## src/rtl/sparc_pkg.sv

```systemverilog
// Shared types and constants for the SPARC-style PC sequencer.
// Provides the sequencer state encoding, the word/instruction sizes, and a
// helper that flags an instruction address whose low two bits are not zero.
package sparc_pkg;

  localparam int WORD_W     = 32;
  localparam int INST_BYTES = 4;

  typedef enum logic [1:0] {
    S_BOOT   = 2'd0,
    S_RUN    = 2'd1,
    S_SQUASH = 2'd2,
    S_TRAP   = 2'd3
  } state_t;

  // Only the low two bits decide alignment of an instruction address.
  function automatic logic is_misaligned(input logic [1:0] addr_lsbs);
    return addr_lsbs != 2'b00;
  endfunction

endpackage

```

## src/rtl/pc_next_sel.sv

```systemverilog
// pc_next_sel: combinational next-state selection for the PC/nPC pair.
// Ports: current pc/npc/state/misalign in, branch and trap requests in,
//        next pc/npc/state/inst_valid/misalign out. No storage here.
// Optional trap support is compiled in with PC_SEQ_TRAP_EN.
module pc_next_sel
  import sparc_pkg::*;
#(
  parameter logic [WORD_W-1:0] PC_INC   = 32'(INST_BYTES),
  parameter logic [WORD_W-1:0] TBR_BASE = 32'h0000_1000
) (
  input  state_t            state_q,
  input  logic [WORD_W-1:0] pc_q,
  input  logic [WORD_W-1:0] npc_q,
  input  logic              misalign_q,
  input  logic              br_valid,
  input  logic              br_taken,
  input  logic              br_always,
  input  logic              br_annul,
  input  logic [WORD_W-1:0] br_target,
  input  logic              trap_req,
  input  logic [7:0]        trap_type,
  output state_t            state_d,
  output logic [WORD_W-1:0] pc_d,
  output logic [WORD_W-1:0] npc_d,
  output logic              inst_valid_d,
  output logic              misalign_d
);

  logic              trap_take;
  logic [WORD_W-1:0] trap_vec;
  logic [WORD_W-1:0] seq_npc;
  logic              redirect;
  logic              annul_slot;

`ifdef PC_SEQ_TRAP_EN
  assign trap_take = trap_req;
  assign trap_vec  = TBR_BASE | {20'b0, trap_type, 4'b0000};
`else
  logic unused_trap;
  assign trap_take   = 1'b0;
  assign trap_vec    = '0;
  assign unused_trap = ^{trap_req, trap_type, TBR_BASE};
`endif

  assign seq_npc  = npc_q + PC_INC;  // wraps modulo 2^32 by width
  assign redirect = br_valid & br_taken;
  // SPARC annul: untaken conditional or any unconditional CTI with a=1
  // kills the delay slot; a taken conditional with a=1 still executes it.
  assign annul_slot = br_valid & br_annul & (~br_taken | br_always);

  always_comb begin
    state_d      = state_q;
    pc_d         = pc_q;
    npc_d        = npc_q;
    inst_valid_d = 1'b0;
    misalign_d   = misalign_q;
    if (trap_take) begin
      // Flush: discard any pending CTI, vector to the trap table.
      state_d    = S_TRAP;
      pc_d       = trap_vec;
      npc_d      = trap_vec + PC_INC;
      misalign_d = 1'b0;
    end else begin
      case (state_q)
        // Boot and trap entry hold pc so the first instruction issues next.
        S_BOOT, S_TRAP: begin
          state_d      = S_RUN;
          inst_valid_d = 1'b1;
        end
        S_RUN: begin
          pc_d = npc_q;
          if (redirect) begin
            npc_d      = br_target;
            misalign_d = is_misaligned(br_target[1:0]);
          end else begin
            npc_d      = seq_npc;
            misalign_d = 1'b0;
          end
          if (annul_slot) begin
            state_d      = S_SQUASH;
            inst_valid_d = 1'b0;
          end else begin
            state_d      = S_RUN;
            inst_valid_d = 1'b1;
          end
        end
        S_SQUASH: begin
          // The slot instruction is dead, so its CTI inputs are ignored.
          state_d      = S_RUN;
          pc_d         = npc_q;
          npc_d        = seq_npc;
          misalign_d   = 1'b0;
          inst_valid_d = 1'b1;
        end
        default: begin
          state_d = S_BOOT;
        end
      endcase
    end
  end

endmodule

```

## src/rtl/pc_sequencer.sv

```systemverilog
// pc_sequencer: SPARC-style PC/nPC holder with delay-slot and annul handling.
// Ports: clk/reset (async active-high), stall, br_* from the branch unit,
//        trap_req/trap_type (used only with PC_SEQ_TRAP_EN), pc/npc/inst_valid/misalign out.
// Branch resolved in cycle N reaches pc in N+2; stall freezes every register.
module pc_sequencer
  import sparc_pkg::*;
#(
  parameter logic [WORD_W-1:0] RESET_PC = 32'h0000_0000,
  parameter logic [WORD_W-1:0] PC_INC   = 32'(INST_BYTES),
  parameter logic [WORD_W-1:0] TBR_BASE = 32'h0000_1000
) (
  input  logic              clk,
  input  logic              reset,
  input  logic              stall,
  input  logic              br_valid,
  input  logic              br_taken,
  input  logic              br_always,
  input  logic              br_annul,
  input  logic [WORD_W-1:0] br_target,
  input  logic              trap_req,
  input  logic [7:0]        trap_type,
  output logic [WORD_W-1:0] pc,
  output logic [WORD_W-1:0] npc,
  output logic              inst_valid,
  output logic              misalign
);

  state_t            state_q, state_d;
  logic [WORD_W-1:0] pc_q, pc_d;
  logic [WORD_W-1:0] npc_q, npc_d;
  logic              inst_valid_q, inst_valid_d;
  logic              misalign_q, misalign_d;

  pc_next_sel #(
    .PC_INC   (PC_INC),
    .TBR_BASE (TBR_BASE)
  ) u_next_sel (
    .state_q      (state_q),
    .pc_q         (pc_q),
    .npc_q        (npc_q),
    .misalign_q   (misalign_q),
    .br_valid     (br_valid),
    .br_taken     (br_taken),
    .br_always    (br_always),
    .br_annul     (br_annul),
    .br_target    (br_target),
    .trap_req     (trap_req),
    .trap_type    (trap_type),
    .state_d      (state_d),
    .pc_d         (pc_d),
    .npc_d        (npc_d),
    .inst_valid_d (inst_valid_d),
    .misalign_d   (misalign_d)
  );

  always_ff @(posedge clk or posedge reset) begin
    if (reset) begin
      state_q      <= S_BOOT;
      pc_q         <= RESET_PC;
      npc_q        <= RESET_PC + PC_INC;
      inst_valid_q <= 1'b0;
      misalign_q   <= 1'b0;
    end else if (!stall) begin
      state_q      <= state_d;
      pc_q         <= pc_d;
      npc_q        <= npc_d;
      inst_valid_q <= inst_valid_d;
      misalign_q   <= misalign_d;
    end
  end

  assign pc         = pc_q;
  assign npc        = npc_q;
  assign inst_valid = inst_valid_q;
  assign misalign   = misalign_q;

endmodule
```

## config.mk

```make
export PLATFORM = sky130hd
export DESIGN_NAME = pc_sequencer
export DESIGN_NICKNAME = d
export VERILOG_FILES = /design/src/rtl/sparc_pkg.sv /design/src/rtl/pc_next_sel.sv /design/src/rtl/pc_sequencer.sv
export SDC_FILE = /design/constraint.sdc
export NUM_CORES = 1
export LEC_CHECK = 0
export BUFFER_PORTS_ARGS = -buffer_cell sky130_fd_sc_hd__buf_4
export CORE_MARGIN = 2
export CORE_UTILIZATION = 50
export DETAILED_ROUTE_END_ITERATION = 16
export PLACE_DENSITY = 0.76
export SETUP_SLACK_MARGIN = 0.4
export SYNTH_ARGS = -nofsm -noshare
export SYNTH_HDL_FRONTEND = slang
export SYNTH_SLANG_ARGS = --single-unit
```

## constraint.sdc

```tcl
create_clock -name clk -period 2.79 [get_ports clk]
set_input_delay 0.837 -clock clk [delete_from_list [all_inputs] [get_ports clk]]
set_output_delay 0.837 -clock clk [all_outputs]
set_load 0.02 [all_outputs]
```

# == Word-level counts from Yosys, hierarchy flattened ==
# Index checks and enable logic that the tools add are counted.
# op_classes
n_addsub,1
n_eq_ne,3
n_mux,8
bitwise_logic,6
n_reduce_logical,7
# ops
cell,n
$pmux 32 s2,1
$add 32x3->32 const B,1
$mux 32,1
$eq 2x2->1 const B,2
$pmux 1 s2,2
$pmux 2 s2,1
$reduce_and 2->1,2
$reduce_bool 2->1,2
$and 1x1->1,3
$reduce_or 3->1,1
$eq 2x1->1 const B,1
$logic_not 2->1,1
$mux 1,2
$mux 2,1
$not 1->1,2
$reduce_or 2->1,1
$or 1x1->1,1
# totals
regBits,68
input_bits,48
out_inout_bits,66
word_cells,30

# == Depth between registers and ports, before layout ==
# Gate-level depths: netlist of the first run.
# depth
depth_word,5
ltp_mapped,8
depth_no_buf,6

# == By module ==
# From an unflattened synthesis of the first run, not the netlist that was laid out.
# hier_totals
hier_cells,500
area_unflattened_um2,4718.3
# modules_own_cells
module,instances,cells_each,area_each_um2,seq_area_each_um2
pc_sequencer,1,145,2620.0,1702.9
pc_next_sel,1,355,2098.3,0.0

# == Worst setup path after synthesis of the first run ==
# Ideal clock, no wire load.
# synth_timing
path_type,flip-flop to flip-flop
start,"register npc_q[2], in the netlist npc[2]"
end,"register npc_q[16], in the netlist npc[16]"
setup_ns,0.082
arrival_time_ns,2.006
required_ns,2.708
slack_ns,0.702
path_stages_with_launch,7
path_buffers,0
synth_period_minus_slack_ns,2.088
cell_sequence,dfstp_2 -> ha_1 -> nand4_2 -> nor4_4 -> a211oi_1 -> or3_1 -> a31oi_1
# synth_via
elab_chain_cells,3
# synth_lines
item,line,rtl
start: declaration,pc_sequencer.sv:30,"logic [WORD_W-1:0] npc_q, npc_d;"
start signal: assignment,pc_sequencer.sv:60,npc_q <= RESET_PC + PC_INC;
start signal: assignment,pc_sequencer.sv:66,npc_q <= npc_d;
$add 32x3->32 *,pc_next_sel.sv:45,assign seq_npc = npc_q + PC_INC;
$mux 32,pc_next_sel.sv:72,if (redirect) begin
$pmux 32 s2 *,pc_next_sel.sv:64,case (state_q)
# Every way passes the cells marked *; elsewhere a longest branch is shown, timed or not.
# A chain may end at the register's enable or synchronous reset.

# == Worst setup path after layout of the first run ==
# Same ends and word-level chain as after synthesis.

==> results.py, run 1 <==
metrics = {
    "synthesis": {
        "synth_edf_count": 0,
        "ys_top_cells_by_count": "123 x nand2_1, 67 x dfrtp_1, 38 x a21oi_1",
        "yosysMostFrequentCell": "nand2_1",
        "ys_types": 40,
        "async_reset_ff_share_pct": 100,
        "synthTopCellsByArea": "dfrtp_1 49%, nand2_1 14%, a21oi_1 5.6%, o21ai_0 3.4%, nand3_1 2.6%",
        "synth.largest_area_cell": "dfrtp_1",
        "yosysSeqAreaShare_pct": 50.0,
        "synth_top_area_share_pct": 49.2,
        "ys_ff_latch": 68,
        "synth.cell_area_um2": 3410,
        "synth_flop_cell": "dfrtp_1",
        "ys_warn_count": 0,
        "synth_nets": 457,
        "synth_area_per_cell_um2": 8.41,
        "syn_inst": 405,
    },
    "setup_path": {
        "worstPathMaxFanout": 9,
        "startpoint": "npc[2]$_DFFE_PP1P_",
        "required_ns": 3.06,
        "r2r-start": "npc[2]$_DFFE_PP1P_",
        "critPathLaunchType": "register",
        "worst_ep_arrival_time_ns": 2.50,
        "critPathCaptureType": "register",
        "crit_type": "register to register",
    },
    "power": {
        "combPwrFrac_pct": 38.7,
        "p_clk_share_pct": 21.3,
        "leakage_uw": 0.00220,
        "peakVddDrop_mv": 0.501,
        "p_sw_uw": 1700,
        "swShare_pct": 40.1,
        "internal-power_uw": 2540,
        "seq_power_share_pct": 40.1,
        "p_per_area_nw_per_um2": 940,
    },
    "sta": {
        "fin_skew_ns": 0.00758,
        "whs_ns": 0.476,
        "finalSetupViolCount": 0,
        "finalSetupTns_ns": 0,
        "relSlewSlack_pct": 55.9,
        "finalHoldViolations": 0,
        "post-route-period-util_pct": 79.9,
        "rsz0062_at_grt": "false",
        "slew_viol_final": 0,
        "min_period_ns": 2.23,
        "worst_pin_slew_ns": 0.660,
        "fmax_mhz": 449,
    },
    "drt": {
        "drt_iter0_drc": 222,
        "vias": 3354,
        "vias_per_cell": 5.70,
        "drt_wl_total_um": 9110,
        "drt_pass1_iterations": 4,
        "wl_per_cell_um": 15.5,
        "ant_nets": 0,
        "drc": 0,
    },
    "grt": {
        "grt_start_max_net_pins": 39,
        "antenna_found_initial": 0,
        "grt-ovfl-total": 0,
        "grt_pass1_vias": 3184,
        "grt_pass1_wl_um": 14900,
        "grt_usage_pct": 25.1,
    },
    "clocking": {
        "clockBufferDepth": 2,
        "post-cts-setup-buffer-count": 0,
        "clock-sinks": 68,
        "cts-hold-fix-buffers": 0,
        "cts_root_buf": "clkbuf_8",
        "cts_buffers": 9,
        "clk_latency_ns": 0.35,
        "clk_pin_slew_ns": 0.08,
        "htreeDepth": 3,
        "cts_tree": "built",
        "ctsResizeCount": 0,
    },
    "hold_path": {
        "hp-class": "register to register",
        "worstHoldStart": "pc[29]$_DFFE_PP0P_",
    },
    "die": {
        "die_h_um": 86.5,
        "die_area_um2": 7490,
        "start_util_pct": 51.0,
        "row_count": 30,
        "die_w_um": 86.5,
        "core_um2": 6680,
        "ioPinCount": 114,
    },
    "final_layout": {
        "multi_input_area_um2": 1570,
        "antenna_cells": 0,
        "final.fill_count": 569,
        "area_delta_synth_final_pct": 32.5,
        "drive_above_1_share_pct": 28.7,
        "seqCellArea_um2": 1700,
        "nNetsFinal": 555,
    },
    "run": {
        "maxCapViolations": 0,
    },
    "placed_design": {
        "dp_hpwl_um": 6370,
        "portBuffers": 104,
        "routabilityCongestion": 0.848,
    },
    "status": {
        "status": "complete, no violations",
    },
}
-- worst max-delay path: stages (launching register included) --
cell,delay [ns]
dfstp_2,0.60
ha_1,0.25
nand4_2,0.18
nor4_4,0.50
a211oi_1,0.16
or3_1,0.32
a31oi_1,0.14
-- area by class of cell --
class	count	area share, %
flip-flops and latches	68	37.7
multi-input cells	303	34.8
repair buffers	117	20.0
clock buffers	11	3.13
well taps	80	2.22
clock inverters	5	1.66
inverters	4	0.416
-- metrics by stage --
stage	setup WS [ns]	instance area [um^2]	util [%]	total power, uW	instances
after floorplan	0.702	3410	-	2600	405
after global placement	0.539	4300	64.3	3300	572
after detailed placement	0.473	4300	64.3	3360	572
after CTS	0.452	4510	67.6	4270	588
after global routing	0.413	4510	67.6	4490	588
final	0.561	4510	67.6	4240	588
-- cell families after synthesis --
| family | count (synthesis) | synth area share [%] |
|---|---|---|
| simple gates | 198 | 26.3 |
| compound gates | 101 | 18.1 |
| flops | 68 | 50.0 |
| buf+inv | 34 | 4.04 |
| fa+ha+maj | 4 | 1.47 |
-- metal layers --
layer / wire length [um] / up-vias / GRT usage, %
li1: - / 1606 / -
met1: 3960 / 1612 / 33.0
met2: 4450 / 122 / 40.9
met3: 524 / 14 / 3.81
met4: 166 / 0 / 11.6
met5: 0 / - / 0
-- final timing paths --
check | end | slack (ns) | depth (start not counted)
max in group asynchronous | npc[10]$_DFFE_PP0P_ | 1.55 | 3
min reg2reg | pc[29]$_DFFE_PP0P_ | 0.48 | 2
max reg2reg | npc[16]$_DFFE_PP0P_ | 0.56 | 6
min | pc[29]$_DFFE_PP0P_ | 0.48 | 2
min in group asynchronous | pc[6]$_DFFE_PP0P_ | 0.58 | 2
max | npc[16]$_DFFE_PP0P_ | 0.56 | 6
-- power by group through the flow --
stage / logic [uW] / clock network, uW / registers, uW
finish: 1640 / 902 / 1700
global placement: 1610 / 0 / 1690
CTS: 1660 / 916 / 1690
global route: 1780 / 955 / 1750
detailed placement: 1650 / 0 / 1710
floorplan: 616 / 0 / 1990
-- cell usage in the layout, fill, tap and decap left out, drive strengths merged, types with 10 or more instances in the layout --
cell     instances
nand2          123
nand3           18
nand4           11
o22ai           12
buf            117
a2bb2oi         10
clkbuf          11
nor2            18
a21oi           38
o21ai           23
dfrtp           67
-- flip-flops by register name (all words and copies together), names as in the netlist --
signal and count:
state_q 2, pc 32, inst_valid 1, npc 32
misalign 1
Note: power is estimated with default switching activity, not from simulation.
==> run 2: changes to the inputs <==
- ABC_AREA: unset -> 1
- CORE_UTILIZATION: 50 -> 47
- PLACE_DENSITY: 0.76 -> 0.74
- clock period: 2.79 -> 1.9 ns (I/O delays scaled with it)
==> results.py, run 2 <==
metrics = {
    "sta": {
        "rsz0062_at_grt": "true",
        "fin_ws_ns": 0.175,
        "slew_viol_final": 0,
        "finalHoldViolations": 0,
        "finalSetupViolCount": 0,
        "post-route-period-util_pct": 90.8,
        "relSlewSlack_pct": 60.9,
        "fin_skew_ns": 0.0157,
        "min_period_ns": 1.73,
        "finalSetupTns_ns": 0,
        "worst_pin_slew_ns": 0.585,
        "fmax_mhz": 580,
    },
    "hold_path": {
        "hp-class": "input pin to asynchronous set/reset pin",
    },
    "clocking": {
        "cts_buffers": 9,
        "htreeDepth": 3,
        "clk_pin_slew_ns": 0.10,
        "clk_latency_ns": 0.36,
        "cts-hold-fix-buffers": 0,
        "cts_tree": "built",
        "clock-sinks": 68,
        "cts_root_buf": "clkbuf_8",
        "clockBufferDepth": 2,
    },
    "power": {
        "p_per_area_nw_per_um2": 1390,
        "fin_total_pwr_uw": 8510,
        "leakage_uw": 0.00309,
        "peakVddDrop_mv": 1.01,
    },
    "synthesis": {
        "synth.largest_area_cell": "dfrtp_1",
        "synth.cell_area_um2": 3730,
        "synth_area_per_cell_um2": 7.04,
        "ys_types": 22,
        "synth_flop_cell": "dfrtp_1",
        "ys_top_cells_by_count": "191 x nand2_1, 67 x dfrtp_1, 54 x inv_1",
        "async_reset_ff_share_pct": 100,
        "yosysSeqAreaShare_pct": 45.6,
        "synthTopCellsByArea": "dfrtp_1 45%, nand2_1 19%, o21ai_0 6.7%, inv_1 5.4%, nand3_1 5.4%",
        "ys_ff_latch": 68,
        "synth_edf_count": 0,
        "synth_top_area_share_pct": 44.9,
        "ys_warn_count": 0,
        "synth_nets": 582,
        "yosysMostFrequentCell": "nand2_1",
        "syn_inst": 530,
    },
    "die": {
        "die_h_um": 93.1,
        "start_util_pct": 48.3,
        "die_area_um2": 8670,
        "die_w_um": 93.1,
        "row_count": 32,
        "core_um2": 7730,
        "ioPinCount": 114,
    },
    "placed_design": {
        "portBuffers": 104,
        "routabilityCongestion": 0.840,
        "dp_hpwl_um": 7490,
        "place_ws_ns": 0.216,
    },
    "final_layout": {
        "area_delta_synth_final_pct": 63.7,
        "nNetsFinal": 770,
        "post-route-util_pct": 79.1,
        "drive_above_1_share_pct": 38.0,
        "antenna_cells": 0,
        "mostFrequentLayoutCells": "180 x nand2_1, 133 x buf_4, 56 x dfrtp_1",
        "final_common_cell": "nand2_1",
    },
    "setup_path": {
        "cp_num_buf_inv": 2,
        "required_ns": 2.14,
        "critPathCaptureType": "register",
        "crit_family": "flip-flops",
        "crit_type": "register to register",
        "worstPathCellList": "ha_4, nand2_4, nor2_4, nand2_4, nor2_4, buf_6, a21oi_2, o21ai_1, inv_1",
        "crit_path_max_incr_delay_ns": 0.59,
        "worst_ep_arrival_time_ns": 1.96,
        "crit_slowest_cell": "dfstp_2",
        "critPathLaunchType": "register",
        "worstPathMaxFanout": 5,
    },
    "drt": {
        "drt_iter0_drc": 493,
        "drc": 0,
        "vias_per_cell": 5.46,
        "wl_per_cell_um": 17.6,
        "vias": 4506,
        "ant_nets": 0,
        "drt_pass1_iterations": 5,
        "drt_wl_total_um": 14500,
    },
    "grt": {
        "grt_usage_pct": 27.3,
        "grt_pass1_vias": 3747,
        "antenna_found_initial": 0,
        "grt_start_max_net_pins": 50,
        "grt_pass1_wl_um": 18400,
        "grt-ovfl-total": 0,
    },
    "status": {
        "status": "complete, no violations",
    },
    "run": {
        "maxCapViolations": 0,
    },
}
-- run 2: path summary, 6_finish.rpt --
path | start | endpoint | slack (ns) | cells after the start
max | npc[2]$_DFFE_PP1P_ | npc[12]$_DFFE_PP0P_ | 0.17 | 9
max in group asynchronous | reset | npc[25]$_DFFE_PP0P_ | 1.11 | 3
max reg2reg | npc[2]$_DFFE_PP1P_ | npc[12]$_DFFE_PP0P_ | 0.17 | 9
min in group clk | br_target[0] | npc[0]$_DFFE_PP0P_ | 0.47 | 3
min reg2reg | pc[3]$_DFFE_PP0P_ | pc[3]$_DFFE_PP0P_ | 0.48 | 2
min | reset | npc[1]$_DFFE_PP0P_ | 0.27 | 2
-- run 2: cell type report --
type                            count  area (um^2)
Clock inverter                      7         98.8
Clock buffer                        9          124
Sequential cell                    68         1720
Tap cell                          102          128
Multi-Input combinational cell    388         1910
Fill cell                         474         1620
Timing Repair Buffer              196         1920
Inverter                           55          220
-- run 2: timing repair --
action,CTS,global route
gates resized for setup,45,67
cloned,1,11
endpoints found under the hold margin,0,0
setup buffers,39,31
pin swaps,5,22
setup endpoints to repair,73,98
-- run 2: per-layer routing --
| metal | share of wire [%] | vias up | GRT usage (%) |
|---|---|---|---|
| met3 | 8.6 | 55 | 4.03 |
| met1 | 40 | 2116 | 37.3 |
| met4 | 3.5 | 0 | 11.9 |
| met5 | 0 | - | 0 |
| met2 | 47 | 287 | 43.2 |
| li1 | - | 2048 | - |
-- run 2: through the flow --
| stage | std cells | hold WS [ns] | instance area, um^2 |
|---|---|---|---|
| 2_1_floorplan | 530 | 0.489 | 3770 |
| 5_1_grt | 825 | 0.312 | 6110 |
| 3_5_place_dp | 727 | 0.462 | 4740 |
| 6_report | 825 | 0.270 | 6110 |
| 3_3_place_gp | 727 | 0.458 | 4740 |
| 4_1_cts | 783 | 0.276 | 5440 |
-- run 2: worst register-to-register path, delay by kind of cell, from the launching register on --
kind	cells	cell delay, ns
AO/OA/AOI/OAI	2	0.20
adder cells (fa/ha/maj)	1	0.16
AND/OR/NAND/NOR	4	0.46
flip-flops	1	0.59
buffers and inverters	2	0.20
-- run 2: kinds of logic after synthesis --
kind of cell / after synthesis / synth area share (%)
compound gates: 76 / 10.4
fa+ha+maj: 4 / 1.34
buf+inv: 74 / 7.71
flops: 68 / 45.6
simple gates: 308 / 34.9
-- run 2: where the power goes --
group	total, uW	internal, uW	switching, uW
Combinational	4540	2130	2410
Clock	1420	747	669
Sequential	2560	2010	547
Total	8510	4880	3630
==> run 3: changes to the inputs <==
- GPL_TIMING_DRIVEN: unset -> 0
==> results.py, run 3 (synthesis gave the netlist of run 2 again) <==
metrics = {
    "final_layout": {
        "antenna_cells": 0,
        "multi_input_area_um2": 2110,
        "final.fill_count": 437,
        "mostFrequentLayoutCells": "159 x nand2_1, 138 x buf_4, 48 x inv_1, 48 x dfrtp_1, 47 x nor2_1",
        "seqCellArea_um2": 1730,
        "nNetsFinal": 782,
        "area_delta_synth_final_pct": 73.4,
        "drive_above_1_share_pct": 47.3,
        "final_common_cell": "nand2_1",
    },
    "placed_design": {
        "portBuffers": 104,
        "dp_hpwl_um": 8380,
        "routabilityCongestion": 0.908,
    },
    "setup_path": {
        "r2r-start": "npc[2]$_DFFE_PP1P_",
        "endpoint": "npc[26]$_DFFE_PP0P_",
        "r2r_slack_ns": 0.05,
        "worstPathMaxFanout": 6,
        "critPathLaunchType": "register",
        "worst_ep_arrival_time_ns": 2.10,
        "critPathCaptureType": "register",
        "r2r.worst_path.cells": 10,
        "startpoint": "npc[2]$_DFFE_PP1P_",
        "crit_type": "register to register",
        "required_ns": 2.15,
        "reg2reg_to": "npc[26]$_DFFE_PP0P_",
    },
    "grt": {
        "grt_pass1_wl_um": 21800,
        "use_met2_pct": 53.6,
        "grtUsageMet1_pct": 44.9,
        "busiest_layer": "met2",
        "grt_pass1_vias": 4202,
        "grt-ovfl-total": 0,
        "grt_use_met3_pct": 5.72,
        "grt_usage_pct": 32.9,
        "antenna_found_initial": 0,
        "grt_start_max_net_pins": 37,
    },
    "sta": {
        "finalSetupTns_ns": 0,
        "fmax_mhz": 541,
        "post-route-period-util_pct": 97.3,
        "finalHoldViolations": 0,
        "min_period_ns": 1.85,
        "worst_pin_slew_ns": 0.747,
        "whs_ns": 0.331,
        "fin_skew_ns": 0.0149,
        "finalSetupViolCount": 0,
        "slew_viol_final": 0,
        "relSlewSlack_pct": 50.1,
        "rsz0062_at_grt": "true",
    },
    "hold_path": {
        "hp-class": "input pin to asynchronous set/reset pin",
    },
    "power": {
        "p_per_area_nw_per_um2": 1380,
        "leakage_uw": 0.00320,
        "peakVddDrop_mv": 0.974,
    },
    "die": {
        "die_area_um2": 8670,
        "row_count": 32,
        "die_h_um": 93.1,
        "die_w_um": 93.1,
        "ioPinCount": 114,
        "core_um2": 7730,
        "start_util_pct": 48.3,
    },
    "drt": {
        "vias_per_cell": 5.74,
        "wl_per_cell_um": 20.2,
        "ant_nets": 0,
        "vias": 4803,
        "drt_pass1_iterations": 6,
        "drt_wl_total_um": 16900,
        "drc": 0,
        "drt_iter0_drc": 509,
    },
    "clocking": {
        "clockBufferDepth": 2,
        "clk_pin_slew_ns": 0.09,
        "htreeDepth": 3,
        "clk_latency_ns": 0.36,
        "cts_root_buf": "clkbuf_8",
        "clock-sinks": 68,
        "cts_buffers": 9,
        "cts_tree": "built",
    },
    "status": {
        "status": "complete, no violations",
    },
    "run": {
        "maxCapViolations": 0,
    },
}
run 3: through the flow:
step                power [uW]  instance area, um^2  util (%)  cells  setup slack [ns]
CTS                       7880                 5850      75.7    803             0.237
finish                    8960                 6470      83.7    837            0.0504
floorplan                 4240                 3770         -    530             0.330
global placement          5560                 4680      60.6    736            0.0420
global route              9280                 6470      83.7    837           0.00964
detailed placement        5630                 4700      60.8    737            0.0860
run 3: how the worst min path moves through the flow:
stage	from	endpoint	slack [ns]	cells after the start
after floorplan	state_q[1]$_DFFE_PP0N_	state_q[1]$_DFFE_PP0N_	0.49	1
after global placement	pc[6]$_DFFE_PP0P_	pc[6]$_DFFE_PP0P_	0.46	2
after detailed placement	pc[0]$_DFFE_PP0P_	pc[0]$_DFFE_PP0P_	0.46	2
after CTS	reset	pc[13]$_DFFE_PP0P_	0.36	2
after global routing	reset	pc[15]$_DFFE_PP0P_	0.40	2
final	reset	state_q[0]$_DFFE_PP0N_	0.33	2
run 3: final cells by class:
| cell class | count | share of cell area, % |
|---|---|---|
| Multi-Input combinational cell | 388 | 32.7 |
| Timing Repair Buffer | 188 | 27.4 |
| Sequential cell | 68 | 26.7 |
| Buffer | 19 | 4.10 |
| Inverter | 55 | 3.77 |
| Clock buffer | 10 | 1.97 |
| Tap cell | 102 | 1.97 |
| Clock inverter | 6 | 1.37 |
| Timing Repair inverter | 1 | 0.116 |
run 3: metal layers:
| metal | share of wire, % | vias up |
|---|---|---|
| met2 | 48 | 377 |
| met4 | 5.6 | 0 |
| met3 | 9.5 | 95 |
| met5 | 0 | - |
| met1 | 37 | 2258 |
| li1 | - | 2073 |
run 3: power breakdown:
group / switching, uW / internal (uW)
registers: 611 / 2020
logic: 2670 / 2280
clock network: 632 / 740
total: 3910 / 5040
run 3: worst max-delay path: stages (launching register included):
cell	delay, ns
dfstp_2	0.59
ha_4	0.16
nand2_4	0.06
nor2_4	0.14
nand2_4	0.11
nor2_4	0.22
nand2_1	0.11
nand2_1	0.11
nand3_1	0.09
nand2_1	0.09
nand2_1	0.06
run 3: timing repair:
item	in CTS	in global routing
setup endpoints to repair	93	106
cloned	9	3
setup buffers	41	31
resized for setup	154	113
hold buffers	0	0
pin swaps	18	22
